[config.mk]
export PLATFORM = sky130hd
export DESIGN_NAME = costas_frame_ctrl_flat
export DESIGN_NICKNAME = d
export VERILOG_FILES = /design/src/rtl/costas_ctrl_pkg.sv /design/src/rtl/costas_frame_ctrl_if.sv /design/src/rtl/costas_byte_fifo.sv /design/src/rtl/costas_frame_ctrl.sv /design/src/flat_wrapper.sv
export SDC_FILE = /design/constraint.sdc
export NUM_CORES = 1
export LEC_CHECK = 0
export ABC_AREA = 1
export BUFFER_PORTS_ARGS = -buffer_cell sky130_fd_sc_hd__clkbuf_2
export CAP_MARGIN = 20
export CORE_MARGIN = 4
export CORE_UTILIZATION = 45
export DETAILED_ROUTE_END_ITERATION = 10
export PLACE_DENSITY = 0.7
export REMOVE_ABC_BUFFERS = 1
export SLEW_MARGIN = 0
export SYNTH_ARGS = -nofsm -noshare
export SYNTH_HDL_FRONTEND = slang
export SYNTH_SLANG_ARGS = --single-unit
[constraint.sdc]
create_clock -name clk -period 3.3 [get_ports clk]
set_clock_uncertainty 0.15 [all_clocks]
set_input_delay 0.165 -clock clk [delete_from_list [all_inputs] [get_ports clk]]
set_output_delay 0.165 -clock clk [all_outputs]
set_load 0.01 [all_outputs]
[src/rtl/costas_ctrl_pkg.sv]
// Shared types and constants for the costas demodulator frame controller.
package costas_ctrl_pkg;

  localparam int ADC_W  = 10;
  localparam int BYTE_W = 8;

  localparam logic [BYTE_W-1:0] CRC_POLY = 8'h07;

  typedef enum logic [1:0] {
    ST_IDLE    = 2'd0,
    ST_ACQUIRE = 2'd1,
    ST_RECEIVE = 2'd2,
    ST_DRAIN   = 2'd3
  } state_t;

  // One FIFO entry: frame-end marker above the data byte.
  typedef struct packed {
    logic              last;
    logic [BYTE_W-1:0] data;
  } fifo_ent_t;

  // CRC-8, MSB first, one byte per call.
  function automatic logic [BYTE_W-1:0] crc8_byte(input logic [BYTE_W-1:0] crc,
                                                  input logic [BYTE_W-1:0] b);
    logic [BYTE_W-1:0] c;
    c = crc ^ b;
    for (int i = 0; i < BYTE_W; i++)
      c = c[BYTE_W-1] ? ((c << 1) ^ CRC_POLY) : (c << 1);
    return c;
  endfunction

endpackage

[src/rtl/costas_frame_ctrl_if.sv]
// Sample, byte and host-stream signals of the frame controller.
// master = controller side, slave = demodulator/front-end/host side.
interface costas_frame_ctrl_if;
  import costas_ctrl_pkg::*;

  logic              adcValid;
  logic [ADC_W-1:0]  adcData;
  logic              pushADC;
  logic [ADC_W-1:0]  ADC;
  logic              pushByte;
  logic [BYTE_W-1:0] Byte;
  logic              Sync;
  logic              lastByte;
  logic              stopIn;
  logic              outValid;
  logic [BYTE_W-1:0] outData;
  logic              outLast;
  logic              outReady;

  modport master (
    input  adcValid, adcData, pushByte, Byte, Sync, lastByte, outReady,
    output pushADC, ADC, stopIn, outValid, outData, outLast
  );

  modport slave (
    output adcValid, adcData, pushByte, Byte, Sync, lastByte, outReady,
    input  pushADC, ADC, stopIn, outValid, outData, outLast
  );

endinterface

[src/rtl/costas_byte_fifo.sv]
// Synchronous byte+last FIFO; a write at full lands if a read happens that cycle.
module costas_byte_fifo
  import costas_ctrl_pkg::*;
#(
  parameter  int DEPTH = 16,
  localparam int AW    = $clog2(DEPTH),
  localparam int CW    = AW + 1
) (
  input  logic      clk,
  input  logic      reset,
  input  logic      wr,
  input  fifo_ent_t wdata,
  input  logic      rd,
  output fifo_ent_t rdata,
  output logic      full,
  output logic      empty,
  output logic [AW:0] count
);

  fifo_ent_t     mem [DEPTH];
  logic [AW-1:0] wptr, rptr;
  logic          wr_en, rd_en;

  assign full  = (count == CW'(DEPTH));
  assign empty = (count == '0);
  assign rd_en = rd & ~empty;
  assign wr_en = wr & (~full | rd_en);
  assign rdata = mem[rptr];

  always_ff @(posedge clk)
    if (wr_en) mem[wptr] <= wdata;

  always_ff @(posedge clk or negedge reset) begin
    if (!reset) begin
      wptr  <= '0;
      rptr  <= '0;
      count <= '0;
    end else begin
      if (wr_en) wptr <= wptr + AW'(1);
      if (rd_en) rptr <= rptr + AW'(1);
      count <= count + CW'(wr_en) - CW'(rd_en);
    end
  end

endmodule

[src/rtl/costas_frame_ctrl.sv]
// Acquisition/reception sequencer around the costas BPSK demodulator.
// Optional CRC-8 frame check: define COSTAS_FRAME_CRC_EN.
module costas_frame_ctrl
  import costas_ctrl_pkg::*;
#(
  parameter int FIFO_DEPTH  = 16,
  parameter int ACQ_TIMEOUT = 65536,
  parameter int MAX_FRAME   = 255
) (
  input  logic        clk,
  input  logic        reset,
  input  logic        enable,
  costas_frame_ctrl_if.master bus,
  output logic [1:0]  state,
  output logic        frameErr,
  output logic        acqTimeout,
  output logic        crcErr,
  output logic [15:0] frameCount
);

  localparam int AW = $clog2(FIFO_DEPTH);
  localparam int CW = AW + 1;
  localparam int TW = $clog2(ACQ_TIMEOUT + 1);

  state_t            st, st_n;
  logic [TW-1:0]     tmo_cnt;
  logic [7:0]        byte_cnt;
  logic              vld_q;
  logic [ADC_W-1:0]  adc_q;
  logic              stop_q;

  logic              active, push_byte, end_frame, max_hit, sync_lost, drop;
  logic              start_acq, set_ferr, set_tmo, frame_done;
  logic              fifo_rd, fifo_full, fifo_empty;
  fifo_ent_t         fifo_head;
  logic [CW-1:0]     fifo_cnt, cnt_n;

  assign active    = (st == ST_ACQUIRE) || (st == ST_RECEIVE);
  assign push_byte = bus.pushByte && (st == ST_RECEIVE);
  assign end_frame = push_byte && bus.lastByte;
  assign max_hit   = push_byte && !bus.lastByte && (byte_cnt == 8'(MAX_FRAME - 1));
  assign sync_lost = !bus.Sync && !end_frame;
  assign fifo_rd   = bus.outValid && bus.outReady;
  assign drop      = push_byte && fifo_full && !fifo_rd;

  costas_byte_fifo #(.DEPTH(FIFO_DEPTH)) u_fifo (
    .clk   (clk),
    .reset (reset),
    .wr    (push_byte),
    .wdata ({bus.lastByte, bus.Byte}),
    .rd    (fifo_rd),
    .rdata (fifo_head),
    .full  (fifo_full),
    .empty (fifo_empty),
    .count (fifo_cnt)
  );

  always_comb begin
    st_n       = st;
    start_acq  = 1'b0;
    set_ferr   = 1'b0;
    set_tmo    = 1'b0;
    frame_done = 1'b0;
    case (st)
      ST_IDLE:
        if (enable) begin
          st_n      = ST_ACQUIRE;
          start_acq = 1'b1;
        end
      ST_ACQUIRE:
        if (!enable) st_n = ST_IDLE;
        else if (bus.Sync) st_n = ST_RECEIVE;
        else if (tmo_cnt == TW'(ACQ_TIMEOUT - 1)) begin
          st_n    = ST_IDLE;
          set_tmo = 1'b1;
        end
      ST_RECEIVE: begin
        if (drop) set_ferr = 1'b1;
        if (end_frame) st_n = ST_DRAIN;
        else if (max_hit || sync_lost) begin
          st_n     = ST_DRAIN;
          set_ferr = 1'b1;
        end
      end
      ST_DRAIN:
        if (fifo_empty) begin
          frame_done = 1'b1;
          if (enable) begin
            st_n      = ST_ACQUIRE;
            start_acq = 1'b1;
          end else begin
            st_n = ST_IDLE;
          end
        end
      default: st_n = ST_IDLE;
    endcase
  end

  // stopIn looks at next-cycle occupancy so its register lag is covered by the margin.
  assign cnt_n = fifo_cnt + CW'(push_byte && !drop) - CW'(fifo_rd);

  always_ff @(posedge clk or negedge reset) begin
    if (!reset) begin
      st         <= ST_IDLE;
      tmo_cnt    <= '0;
      byte_cnt   <= '0;
      frameErr   <= 1'b0;
      acqTimeout <= 1'b0;
      frameCount <= '0;
      stop_q     <= 1'b1;
      vld_q      <= 1'b0;
      adc_q      <= '0;
    end else begin
      st     <= st_n;
      vld_q  <= bus.adcValid && active;
      adc_q  <= bus.adcData;
      stop_q <= !((st_n == ST_ACQUIRE) || (st_n == ST_RECEIVE)) ||
                (CW'(FIFO_DEPTH) - cnt_n <= CW'(2));
      if (start_acq) begin
        tmo_cnt    <= '0;
        byte_cnt   <= '0;
        frameErr   <= 1'b0;
        acqTimeout <= 1'b0;
      end else begin
        if (st == ST_ACQUIRE) tmo_cnt <= tmo_cnt + TW'(1);
        if (push_byte && byte_cnt != 8'hFF) byte_cnt <= byte_cnt + 8'd1;
        if (set_ferr) frameErr <= 1'b1;
        if (set_tmo) acqTimeout <= 1'b1;
      end
      if (frame_done) frameCount <= frameCount + 16'd1;
    end
  end

`ifdef COSTAS_FRAME_CRC_EN
  logic [7:0] crc, crc_n;

  assign crc_n = (push_byte && !drop) ? crc8_byte(crc, bus.Byte) : crc;

  always_ff @(posedge clk or negedge reset) begin
    if (!reset) begin
      crc    <= '0;
      crcErr <= 1'b0;
    end else if (start_acq) begin
      crc    <= '0;
      crcErr <= 1'b0;
    end else begin
      crc <= crc_n;
      if (st == ST_RECEIVE && st_n == ST_DRAIN) crcErr <= (crc_n != 8'h00);
    end
  end
`else
  assign crcErr = 1'b0;
`endif

  assign state       = st;
  assign bus.pushADC = vld_q;
  assign bus.ADC     = adc_q;
  assign bus.stopIn  = stop_q;
  assign bus.outValid = !fifo_empty;
  assign bus.outData  = fifo_head.data;
  // An errored frame gets terminated on whatever byte is left last.
  assign bus.outLast  = fifo_head.last ||
                        ((st == ST_DRAIN) && frameErr && (fifo_cnt == CW'(1)));

endmodule

[src/flat_wrapper.sv]
// flat-port wrapper written by rule: the top's interface ports become plain ports
module costas_frame_ctrl_flat import costas_ctrl_pkg::*;
#(
  parameter int FIFO_DEPTH  = 16,
  parameter int ACQ_TIMEOUT = 65536,
  parameter int MAX_FRAME   = 255
)
  (clk, reset, enable, state, frameErr, acqTimeout, crcErr, frameCount, bus_adcValid, bus_adcData, bus_pushByte, bus_Byte, bus_Sync, bus_lastByte, bus_outReady, bus_pushADC, bus_ADC, bus_stopIn, bus_outValid, bus_outData, bus_outLast);
  costas_frame_ctrl_if bus_i ();
  input  logic clk;
  input  logic reset;
  input  logic enable;
  output logic [1:0] state;
  output logic frameErr;
  output logic acqTimeout;
  output logic crcErr;
  output logic [15:0] frameCount;
  input wire logic [$bits(bus_i.adcValid)-1:0] bus_adcValid;
  input wire logic [$bits(bus_i.adcData)-1:0] bus_adcData;
  input wire logic [$bits(bus_i.pushByte)-1:0] bus_pushByte;
  input wire logic [$bits(bus_i.Byte)-1:0] bus_Byte;
  input wire logic [$bits(bus_i.Sync)-1:0] bus_Sync;
  input wire logic [$bits(bus_i.lastByte)-1:0] bus_lastByte;
  input wire logic [$bits(bus_i.outReady)-1:0] bus_outReady;
  output wire logic [$bits(bus_i.pushADC)-1:0] bus_pushADC;
  output wire logic [$bits(bus_i.ADC)-1:0] bus_ADC;
  output wire logic [$bits(bus_i.stopIn)-1:0] bus_stopIn;
  output wire logic [$bits(bus_i.outValid)-1:0] bus_outValid;
  output wire logic [$bits(bus_i.outData)-1:0] bus_outData;
  output wire logic [$bits(bus_i.outLast)-1:0] bus_outLast;
  assign bus_i.adcValid = bus_adcValid;
  assign bus_i.adcData = bus_adcData;
  assign bus_i.pushByte = bus_pushByte;
  assign bus_i.Byte = bus_Byte;
  assign bus_i.Sync = bus_Sync;
  assign bus_i.lastByte = bus_lastByte;
  assign bus_i.outReady = bus_outReady;
  assign bus_pushADC = bus_i.pushADC;
  assign bus_ADC = bus_i.ADC;
  assign bus_stopIn = bus_i.stopIn;
  assign bus_outValid = bus_i.outValid;
  assign bus_outData = bus_i.outData;
  assign bus_outLast = bus_i.outLast;
  costas_frame_ctrl #(.FIFO_DEPTH(FIFO_DEPTH), .ACQ_TIMEOUT(ACQ_TIMEOUT), .MAX_FRAME(MAX_FRAME)) u_core (.clk(clk), .reset(reset), .enable(enable), .bus(bus_i), .state(state), .frameErr(frameErr), .acqTimeout(acqTimeout), .crcErr(crcErr), .frameCount(frameCount));
endmodule
# Yosys cells after proc, flatten, opt, wreduce, memory -nomap -nowiden

Memory sizes are Yosys's and may differ from the RTL's.
Cells that the tools add are included.

Bits of input ports: 26
Output and inout bits: 43
RAM bits: 144
Logic and storage cells: 102
Bits in latches: 0
Bits in registers: 70
Memories: 1
ROM bits: 0

Memory list:

| memory            | words | bits a word | read ports | clocked after memory_dff | wr ports | line                   | text |
|---|---|---|---|---|---|---|---|
| u_core.u_fifo.mem | 16    | 9           | 1          | 0                        | 1        | costas_byte_fifo.sv:20 | `fifo_ent_t mem [DEPTH];` |

Eq/ne operators: 10
Shift operators: 0
$mul: 0
Divide/modulo/power cells: 0
$lt $le $gt $ge: 1
Bitwise operators: 5
Reduce and logical (&&, ||, !) cells: 31
Add/subtract/negate cells: 10
Mux-type cells: 32

Operator list:

| cell                  | number |
|---|---|
| $mux 17               | 2 |
| $mux 1                | 19 |
| $add 17x1->17 const B | 1 |
| $eq 17x16->1 const B  | 1 |
| $add 16x1->16 const B | 1 |
| $mux 8                | 2 |
| $mux 2                | 7 |
| $logic_and 1x1->1     | 13 |
| $add 5x1->5           | 2 |
| $sub 5x1->5           | 2 |
| $add 4x1->4 const B   | 2 |
| $add 8x1->8 const B   | 1 |
| $eq 8x8->1 const B    | 1 |
| $ne 8x8->1 const B    | 1 |
| $pmux 2 s4            | 1 |
| $reduce_bool 2->1     | 4 |
| $logic_not 1->1       | 7 |
| $eq 2x2->1 const B    | 3 |
| $eq 5x1->1 const B    | 1 |
| $eq 5x5->1 const B    | 1 |
| $le 5x2->1 const B    | 1 |
| $logic_not 5->1       | 1 |
| $logic_or 1x1->1      | 5 |
| $sub 5x5->5 const A   | 1 |
| 6 further kinds       | 9 |

# Depth between registers and ports, before layout

Word-level depth: 13
Gate-level depth with buffers: 14
Gate-level depth less buffers: 14

# Modules after synthesis

A second synthesis with hierarchy kept.

Cells, all modules: 1063
Area, all modules: 10053.4 um2

Modules (own cells, without submodules):

| module            | area each (um2) | seq. area each (um2) | cells an instance | instances |
|---|---|---|---|---|
| costas_byte_fifo  | 6941.7          | 4649.5               | 683               | 1 |
| costas_frame_ctrl | 3111.7          | 1427.6               | 380               | 1 |

# Least setup slack after synthesis

Ideal clock, no wire load.

Path type: reg-to-reg
Start: register u_core.u_fifo.count[2]
End: register u_core.u_fifo.count[4]
Setup time: 0.129 ns
Data arrival time: 2.449 ns
Clock period less this slack: 2.729 ns
Path slack: 0.571 ns
Data required time: 3.021 ns
Path buffers: 0
Cell stages (with the launch flop): 14
Path through: dfrtp_1 inv_1 ha_1 nand3_1 nand2_1 inv_1 ha_1 inv_1 ha_1 inv_1 fa_1 o21ai_0 a21oi_1 xnor2_1

Cells in the longest elaborated chain, start to end: 8
Elaborated cells on any way between the ends: 11
Classes of those cells: add/sub (2); eq/ne (1); bitwise (5); reduce/logical (3)

Ends and longest elaborated chain:

| what                    | line                     | text |
|---|---|---|
| start, declared         | costas_byte_fifo.sv:17   | `output logic [AW:0] count` |
| start signal, assigned  | costas_byte_fifo.sv:41   | `count <= count + CW'(wr_en) - CW'(rd_en);` |
| $logic_not 5->1 *       | costas_byte_fifo.sv:25   | `assign empty = (count == '0);` |
| $logic_not 1->1 *       | costas_frame_ctrl.sv:159 | `assign bus.outValid = !fifo_empty;` |
| net bus_outValid        | flat_wrapper.sv:28       | `output wire logic [$bits(bus_i.outValid)-1:0] bus_outValid;` |
| $logic_and 1x1->1 *     | costas_frame_ctrl.sv:43  | `assign fifo_rd = bus.outValid && bus.outReady;` |
| $and 1x1->1 *           | costas_byte_fifo.sv:26   | `assign rd_en = rd & ~empty;` |
| net u_core.u_fifo.rd_en | costas_byte_fifo.sv:22   | `logic wr_en, rd_en;` |
| $or 1x1->1              | costas_byte_fifo.sv:27   | `assign wr_en = wr & (~full \| rd_en);` |
| $and 1x1->1             | costas_byte_fifo.sv:27   |  |
| $add 5x1->5             | costas_byte_fifo.sv:41   |  |
| $sub 5x1->5 *           | costas_byte_fifo.sv:41   |  |

The timed path passes the listed nets; every way through them passes the cells marked *.
A chain may end at the register's enable or synchronous reset.

# Worst setup path after layout

Start: register u_core.u_fifo.count[2]
End: register u_core.u_fifo.count[4]

Cells in the longest elaborated chain, start to end: 8
Elaborated cells on any way between the ends: 11
Classes of those cells: add/sub (2); eq/ne (1); bitwise (5); reduce/logical (3)

Ends and longest elaborated chain:

| what                    | line |
|---|---|
| $logic_not 5->1 *       | costas_byte_fifo.sv:25 |
| $logic_not 1->1         | costas_frame_ctrl.sv:159 |
| $logic_and 1x1->1       | costas_frame_ctrl.sv:43 |
| $and 1x1->1 *           | costas_byte_fifo.sv:26 |
| net u_core.u_fifo.rd_en | costas_byte_fifo.sv:22 |
| $or 1x1->1              | costas_byte_fifo.sv:27 |
| $and 1x1->1             | costas_byte_fifo.sv:27 |
| $add 5x1->5             | costas_byte_fifo.sv:41 |
| $sub 5x1->5 *           | costas_byte_fifo.sv:41 |

Marks and branches as above.

==> out/results.md <==
| Step | Quantity | Value |
|---|---|---|
| status | Status | complete, but fails checks |
| status | Violated checks | hold timing |
| clock tree | Number of buffers inserted for hold repair after clock tree synthesis | 23 |
| logic synthesis | Portion of the post-synthesis area used by sequential elements | 64.05% |
| floorplanning | X dimension of the die | 153.2 µm |
| logic synthesis | Synth Area per Inst | 10.78 µm² |
| pwr | Cell-internal power | 5531 µW |
| floorplanning | Core region area | 0.02049 mm² |
| drt | Top Layer Used | met4 |
| final layout | Fraction of layout instances using a drive strength above 1 | 14.21% |
| logic synthesis | Count of flip-flops with a built-in enable after synthesis | 144 |
| setup path | Critical Path AT | 3110 ps |
| grt | Antenna violations before repair | 0 |
| timing | Worst slew margin | 40.62% |
| placed design | Gp weighted congestion | 0.8053 |
| logic synthesis | Most area-consuming cells after synthesis | edfxtp_1 46%, dfrtp_1 18%, nor2_1 6.8% |
| timing | Max-slew violation total from the final report | 0 |
| pwr | IR Drop Worst-Case VDD | 0.0005505 V |
| final layout | Fill count | 1761 |
| drt | Routed vias/inst | 5.159 |
| final layout | Area of the multi-input gates | 0.002977 mm² |
| pwr | Power, Total | 8653 µW |
| pwr | Switching power | 3122 µW |
| drt | Detailed-router iteration count before antenna repair | 6 |
| final layout | Number of antenna diodes | 0 |
| drt | Sum of met2 wire segment lengths after detailed routing | 9713 µm |
| logic synthesis | Library cells used by synthesis | 38 |
| drt | Detailed Route Iter0 Violations | 470 |
| timing | Fmax | 0.3454 GHz |
| clock tree | Clock insertion delay at the later pin of the skew report | 490 ps |
| clock tree | Number of sinks driven by the clock tree | 214 |
| pwr | Leak pwr | 0.004403 µW |
| drt | Post-route DRC | 0 |
| timing | Worst slack on hold paths | -1.633 ps |
| final layout | Final nets | 1037 |
| job | # Max-Cap Violations | 0 |
| grt | Largest net degree at the start of global routing | 75 |
| setup path | Maximum fanout along the worst path | 5 |
| clock tree | Clk Tree Root Cell | clkbuf_16 |
| clock tree | Largest buffer count on any clock path | 3 |
| floorplanning | I/O pin cnt | 69 |
| timing | Final worst-path cycle share | 87.73% |
| placed design | Post-DP HPWL | 12790 µm |
| timing | Number of setup violations in the final report | 0 |
| setup path | Capturing element type of the critical path | flop |
| logic synthesis | Async set-or-reset flop fraction in the synthesized netlist | 32.71% |
| clock tree | Clock tree from TritonCTS | yes |
| logic synthesis | Mapped Area | 0.009488 mm² |
| final layout | Most common cell after layout, fill and taps aside | nor2_1 |
| drt | Routed via count | 6547 |
| logic synthesis | Dominant register cell in the synthesized netlist | edfxtp_1 |
| pwr | Gate power share | 32.9% |
| timing | Final hold vios | 3 |
| grt | Vias in the first global route | 6729 |
| timing | Setup_tns | 0 ps |
| min path | Hold Path Class | in2reg |
| logic synthesis | Yosys warnings | 0 |
| setup path | Worst Setup Start Kind | flop |
| drt | Routed wire length | 20000 µm |
| grt | First-pass GRT wire length | 33400 µm |
| logic synthesis | Area fraction of the dominant cell type after synthesis | 45.58% |
| floorplanning | Starting density of the core | 46.29% |
| final layout | Leading cell types in the layout, fill and taps excluded | 172 x nor2_1, 144 x edfxtp_1, 100 x nand2_1 |
| logic synthesis | Synth Instances | 880 |
| pwr | Proportion of power drawn by flip-flops and latches | 39.4% |
| setup path | R2R Setup Slk | 400 ps |
| floorplanning | Full die area | 0.02347 mm² |
| floorplanning | Die outline height | 153.2 µm |
| clock tree | Clock input transition at the sequential cells of the worst setup and hold paths | 60 ps |
| clock tree | Total CTS buffers | 23 |
| drt | Number of nets with antenna violations after detailed routing | 0 |
| timing | Worst slew pin tran | 890.7 ps |
| pwr | Clock power frac | 27.7% |
| drt | Per-cell routed wire length | 15.76 µm |
| placed design | Number of input and output port buffers inserted | 67 |
| clock tree | Number of buffers inserted by post-CTS setup repair | 0 |
| final layout | Reg area | 0.006080 mm² |
| clock tree | Count of cells resized by post-cts repair | 0 |
| timing | RSZ-0062 raised after global routing | no |
| grt | Total global routing overflow | 0 |
| drt | Wl on met1 | 8898 µm |
| drt | Routed length on met3 | 1090 µm |
| timing | Final critical delay including setup and external delays | 2895 ps |
| pwr | Switching fraction of total power | 36.08% |
| logic synthesis | Cell type contributing the most total cell area after synthesis | edfxtp_1 |
| setup path | CP Class | reg2reg |
| floorplanning | Floorplan row count | 52 |
| pwr | Power per unit of standard cell area | 779.6 mW/mm² |
| clock tree | Number of levels in the clock H-tree | 1 |
| final layout | Synth-to-layout area growth | 16.97% |
| logic synthesis | Register bit total from synthesis | 214 |
| setup path | CP Data Required Time | 3520 ps |
| grt | Total global-route track usage | 17.11% |
==> power by group through the flow <==
stage | sequential, µW | clock, µW | combinational [µW]
2_1_floorplan | 3560 | 0 | 1740
3_3_place_gp | 3440 | 0 | 2810
3_5_place_dp | 3460 | 0 | 2860
4_1_cts | 3410 | 2450 | 2900
5_1_grt | 3450 | 2580 | 3260
6_report | 3410 | 2400 | 2850
==> worst max-delay path, stage by stage, from the launching register on <==
cell and delay, ps:
dfrtp_1 400, inv_1 140, ha_1 280, nand3_1 170, nand2_1 150, inv_1 130
ha_1 280, inv_1 50, ha_1 150, inv_1 50, fa_1 410, o21ai_0 180
a21oi_1 100, xnor2_1 130
==> worst paths after layout <==
check,start,end,cells after the start
max,u_core.u_fifo.count[2],u_core.u_fifo.count[4],13
min,bus_Byte[7],u_core.u_fifo.mem[6][7],1
max reg2reg,u_core.u_fifo.count[2],u_core.u_fifo.count[4],13
min reg2reg,u_core.frameCount[3],u_core.frameCount[3],1
max in group asynchronous,reset,u_core.u_fifo.rptr[0],2
min in group asynchronous,reset,u_core.u_fifo.count[2],2
==> registers in the layout, summed over array words and instances (netlist names) <==
name	flops
u_core.frameErr	1
u_core.frameCount	16
u_core.byte_cnt	8
u_core.tmo_cnt	17
u_core.u_fifo.rptr	4
u_core.bus.ADC	10
u_core.u_fifo.mem	144
u_core.bus.stopIn	1
u_core.u_fifo.count	5
u_core.state	2
u_core.u_fifo.wptr	4
u_core.bus.pushADC	1
u_core.acqTimeout	1
==> layout make-up <==
cell class / count / area share [%]
Clock buffer: 31 / 5.547
Clock inverter: 10 / 0.7892
Inverter: 72 / 2.435
Multi-Input combinational cell: 562 / 26.82
Sequential cell: 214 / 54.78
Tap cell: 270 / 3.044
Timing Repair Buffer: 110 / 6.584
==> synthesized netlist by cell type (14+ instances only) <==
master    number
a21oi_1       18
clkbuf_1      15
dfrtp_1       69
edfxtp_1     144
ha_1          26
inv_1         66
nand2_1      100
nand3_1       33
nor2_1       172
nor3_1        14
o211ai_1      36
o21ai_0       98
xor2_1        18
==> per-stage QoR <==
stage | utilization [%] | instance area [µm²] | setup slack [ps] | instances
floorplan | - | 9324 | 462.4 | 848
global placement | 49.60 | 10160 | 489.6 | 1205
detailed placement | 49.60 | 10160 | 395.5 | 1205
CTS | 54.15 | 11100 | 382.2 | 1269
global route | 54.15 | 11100 | 193.2 | 1269
finish | 54.15 | 11100 | 404.9 | 1269
==> metal layers <==
metal  vias to the layer above  track usage, %
met4                         0           3.437
met5                         -               0
met2                       142           29.67
li1                       3214               -
met1                      3156           22.88
met3                        35           2.912
==> logic make-up (layout without fill, tap and decap cells) <==
| family | after synthesis | in the layout | synth area share, % |
|---|---|---|---|
| other | 1 | 1 | 0.03952 |
| buffers and inverters | 104 | 223 | 4.576 |
| AND/OR/NAND/NOR | 345 | 345 | 15.47 |
| adder cells (fa/ha/maj) | 28 | 28 | 3.851 |
| XOR/XNOR | 26 | 26 | 2.400 |
| AO/OA/AOI/OAI | 162 | 162 | 9.614 |
| flip-flops | 214 | 214 | 64.05 |
Note: power is estimated with default switching activity, not from simulation.
